## src/rtl/regfile_dump_reader.sv

```systemverilog
// ============================================================================
// regfile_dump_reader: walks the register file read port and streams every
// word with its index over valid/ready, accumulating an XOR checksum.
// Optional: REGDUMP_SKIP_ZERO_EN skips hardwired-zero register 0.
// Revision: 1.0
// ============================================================================
`default_nettype none

module regfile_dump_reader #(
  parameter int DATA_WIDTH = 32,
  parameter int ADDR_WIDTH = 5,
  parameter int NUM_REGS   = 32
) (
  input  logic                  i_clk,
  input  logic                  i_reset,
  input  logic                  i_start,
  output logic [ADDR_WIDTH-1:0] o_ReadAddress,
  input  logic [DATA_WIDTH-1:0] i_ReadData,
  output logic                  o_valid,
  input  logic                  i_ready,
  output logic [DATA_WIDTH-1:0] o_data,
  output logic [ADDR_WIDTH-1:0] o_addr,
  output logic                  o_last,
  output logic                  o_busy,
  output logic                  o_done,
  output logic [DATA_WIDTH-1:0] o_checksum
);

  localparam logic [1:0] S_IDLE = 2'd0;
  localparam logic [1:0] S_READ = 2'd1;
  localparam logic [1:0] S_SEND = 2'd2;
  localparam logic [1:0] S_DONE = 2'd3;

`ifdef REGDUMP_SKIP_ZERO_EN
  localparam logic [ADDR_WIDTH-1:0] FIRST_IDX = ADDR_WIDTH'(1);
`else
  localparam logic [ADDR_WIDTH-1:0] FIRST_IDX = ADDR_WIDTH'(0);
`endif
  localparam logic [ADDR_WIDTH-1:0] LAST_IDX = ADDR_WIDTH'(NUM_REGS - 1);

  logic [1:0]            state_q, state_d;
  logic [ADDR_WIDTH-1:0] ptr_q, ptr_d;
  logic                  valid_q, valid_d;
  logic [DATA_WIDTH-1:0] data_q, data_d;
  logic [ADDR_WIDTH-1:0] addr_q, addr_d;
  logic                  last_q, last_d;
  logic [DATA_WIDTH-1:0] cksum_q, cksum_d;

  always_comb begin
    state_d = state_q;
    ptr_d   = ptr_q;
    valid_d = valid_q;
    data_d  = data_q;
    addr_d  = addr_q;
    last_d  = last_q;
    cksum_d = cksum_q;
    case (state_q)
      S_IDLE: begin
        if (i_start) begin
          cksum_d = '0;
          ptr_d   = FIRST_IDX;
          state_d = S_READ;
        end
      end
      S_READ: begin
        data_d  = i_ReadData;
        addr_d  = ptr_q;
        last_d  = (ptr_q == LAST_IDX);
        valid_d = 1'b1;
        state_d = S_SEND;
      end
      S_SEND: begin
        if (valid_q && i_ready) begin
          cksum_d = cksum_q ^ data_q;
          valid_d = 1'b0;
          last_d  = 1'b0;
          if (last_q) begin
            state_d = S_DONE;
          end else begin
            ptr_d   = ptr_q + ADDR_WIDTH'(1);
            state_d = S_READ;
          end
        end
      end
      S_DONE: begin
        // Park the read port on the first index so IDLE presents it.
        ptr_d   = FIRST_IDX;
        state_d = S_IDLE;
      end
      default: state_d = S_IDLE;
    endcase
  end

  always_ff @(posedge i_clk or posedge i_reset) begin
    if (i_reset) begin
      state_q <= S_IDLE;
      ptr_q   <= FIRST_IDX;
      valid_q <= 1'b0;
      data_q  <= '0;
      addr_q  <= '0;
      last_q  <= 1'b0;
      cksum_q <= '0;
    end else begin
      state_q <= state_d;
      ptr_q   <= ptr_d;
      valid_q <= valid_d;
      data_q  <= data_d;
      addr_q  <= addr_d;
      last_q  <= last_d;
      cksum_q <= cksum_d;
    end
  end

  assign o_ReadAddress = ptr_q;
  assign o_valid       = valid_q;
  assign o_data        = data_q;
  assign o_addr        = addr_q;
  assign o_last        = last_q;
  assign o_checksum    = cksum_q;
  assign o_busy        = (state_q != S_IDLE);
  assign o_done        = (state_q == S_DONE);

endmodule

`default_nettype wire

```

## config.mk

```make
export PLATFORM = sky130hd
export DESIGN_NAME = regfile_dump_reader
export DESIGN_NICKNAME = d
export VERILOG_FILES = /design/src/rtl/regfile_dump_reader.sv
export SDC_FILE = /design/constraint.sdc
export NUM_CORES = 1
export LEC_CHECK = 0
export CORE_MARGIN = 5
export CORE_UTILIZATION = 29
export DETAILED_ROUTE_END_ITERATION = 10
export SKIP_CTS_REPAIR_TIMING = 1
export SYNTH_ARGS = -nofsm -noshare
export SYNTH_HDL_FRONTEND = slang
export SYNTH_SLANG_ARGS = --single-unit
```

## constraint.sdc

```tcl
create_clock -name i_clk -period 3.95 [get_ports i_clk]
set_input_delay 0.5925 -clock i_clk [delete_from_list [all_inputs] [get_ports i_clk]]
set_output_delay 0.5925 -clock i_clk [all_outputs]
set_load 0.01 [all_outputs]
```

==> reports/summary.txt <==
Clock transition at path regs: 0.06 ns
RSZ-0062 raised after global routing: false
Worst Tran Pin Value: 1.06 ns
Max-cap violations: 0
Post-synthesis cell count: 266
Slowest cell on the critical path: dfrtp_1
Die height: 119 um
Largest stage delay on the critical path: 0.87 ns
Outcome: finished, final reports clean
PD cells: 828 nW/um^2
Core area: 11900 sq um
CP Launch Type: register
Layout Nets: 415
H-tree Lvls: 3
CTS Buf Count: 9
CP Max Fanout: 26
Post-synth EDFFs: 0
CP Class: register to primary output
Layout area overhead: 44.0%
Number of global-route vias before repair: 2576
Worst EP arrival: 2.20 ns
Syn_nets: 304
DIE AREA: 14200 sq um
Max-slew violations: 0
Fin crit share: 0.706
Cell Count Post-Placement: 513
Initial core utilization: 0.292
Seq/Total Area, Yosys: 0.564
Num Clock Sinks: 78
Global-route wire length before repair: 13800 um
Hold crit path type: register to register
Total congestion overflow: 0
Global Route Usage Sum: 0.122
Mean Syn Cell Area: 13.0 sq um
Largest net degree at the start of global routing: 60
Post-detail-place hpwl: 5820 um
Ys flop type: dfrtp_1
Worst skew pair latency: 0.33 ns
Distinct cell type count after synthesis: 39
Critical path's top delay family: flip-flops
Final Hold Fails: 0
Leak pwr: 2.01 nW
Chip width: 119 um
Clock buffer depth: 2
Cell row count: 40
GPL Wtd Cong: 0.718
CP Capture Type: primary output
Routed vias: 2520
Worst Skew: 0.00349 ns
Share of cells above drive strength 1: 0.228
Area share of the largest cell type after synthesis: 0.564
Worst slack, placed: 1.35 ns
Period minus WS final: 2.79 ns
Post-Syn Area: 3460 sq um
Worst path required time: 3.36 ns
# IOs: 114
Buf/Inv on CP: 2
Share of flip-flops with an asynchronous set or reset: 1.00
FF+latch count, synth: 78
PnR worst setup slack: 1.16 ns
Synth top cells by count: dfrtp_1 (78), mux2_2 (34), a31oi_1 (31)
Drc violations: 0
Via density: 4.77
CTS tree: built
Final Cell Area: 4980 sq um
CP cell instances: inv_1 > nor2_1 > clkdlybuf4s50_1
Flop2flop setup slack: 1.56 ns
Pre-antenna DRT Iters: 4
Max Freq: 358 MHz
Setup violators final: 0
Setup TNS: 0 ns
DRT iter0 DRCs: 103
Non-Filler Instances: 528
Max_slew headroom: 0.293
Root buf cell: clkbuf_16
Detail Route Antenna Nets: 0
Ys Warns: 0
Largest cells by area after synthesis: dfrtp_1 (56%), mux2_2 (11%), a21oi_2 (7.6%)
Placed cell area: 4680 sq um
Most frequent cell after synthesis: dfrtp_1
Tot Pwr: 0.00413 W
VDD IR max: 0.474 mV
WL per Instance: 16.1 um
Initial antenna violation count: 0
Total Wirelength: 8480 um
Post-synth top area cell: dfrtp_1
Port Buffer Count: 113
ANT cells: 0
## registers in the layout (all words and copies together) (netlist names)
register	cells
o_checksum	32
o_valid	1
o_last	1
o_ReadAddress	5
o_addr	5
o_data	32
state_q	2
## cell usage in the layout (no fill, tap or decap), types with 2 or more instances in the layout
cell	Yosys	layout
nand3_1	2	2
clkbuf_8	0	3
clkbuf_16	0	9
a21oi_2	30	29
dfrtp_1	78	78
o21ai_0	2	2
clkdlybuf4s50_1	0	113
a31oi_1	31	31
mux2_2	34	34
clkinv_2	0	2
ha_1	2	2
nor2_1	3	3
nand2_1	2	2
o2bb2ai_1	4	4
nand2b_1	22	22
or2b_1	10	10
buf_4	1	2
a21oi_1	4	4
mux2i_1	2	2
inv_1	5	4
mux2_1	2	2
## worst reg2reg max path, cell delays in order, from the launching register on
cell     delay (ns)
dfrtp_1        0.87
and4b_2        1.08
a21oi_1        0.20
a31oi_1        0.17
## cell families after synthesis
group           count (synthesis)  share of synthesized area
compound gates                 76                      0.163
xor+xnor                        2                    0.00506
fa+ha+maj                       2                    0.00723
buf+inv                        20                     0.0419
flops                          78                      0.564
mux                            38                      0.123
simple gates                   50                     0.0965
## per-stage QoR
stage / util / hold WS (ns)
after floorplan: - / 0.514
after global placement: 0.394 / 0.473
after detailed placement: 0.394 / 0.472
after CTS: 0.420 / 0.479
after global routing: 0.420 / 0.511
final: 0.420 / 0.479
## power breakdown
part / internal [W] / switching (W) / leakage (nW)
Sequential: 0.00114 / 0.000398 / 0.971
Clock: 0.000536 / 0.000312 / 0.151
Combinational: 0.00104 / 0.000702 / 0.888
## layer usage
metal / share of wire / vias to the layer above / wire length, um / global-route usage
met5: 0 / - / 0 / 0
met4: 0.014 / 0 / 116 / 0.0413
met3: 0.051 / 10 / 434 / 0.0385
met2: 0.48 / 66 / 4030 / 0.195
met1: 0.46 / 1258 / 3900 / 0.155
li1: - / 1186 / - / -
## worst paths after layout
check,start,to,depth (start not counted)
setup / recovery,state_q[1],o_done,3
hold / removal,o_checksum[29],o_checksum[29],1
setup reg to reg,state_q[1],o_checksum[29],3
hold reg to reg,o_checksum[29],o_checksum[29],1
max in group asynchronous,i_reset,o_data[13],3
min in group asynchronous,i_reset,o_data[22],2
## area by class of cell
cell class                 count  area, sq um
clock buffer                  12          267
clock inverter                 3         42.5
fill                        1143         6880
inverter                       5         20.0
multi-input combinational    168         1370
sequential                    78         1950
tap                          147          184
timing repair buffer         115         1150
Power figures use the tool's default switching activity.
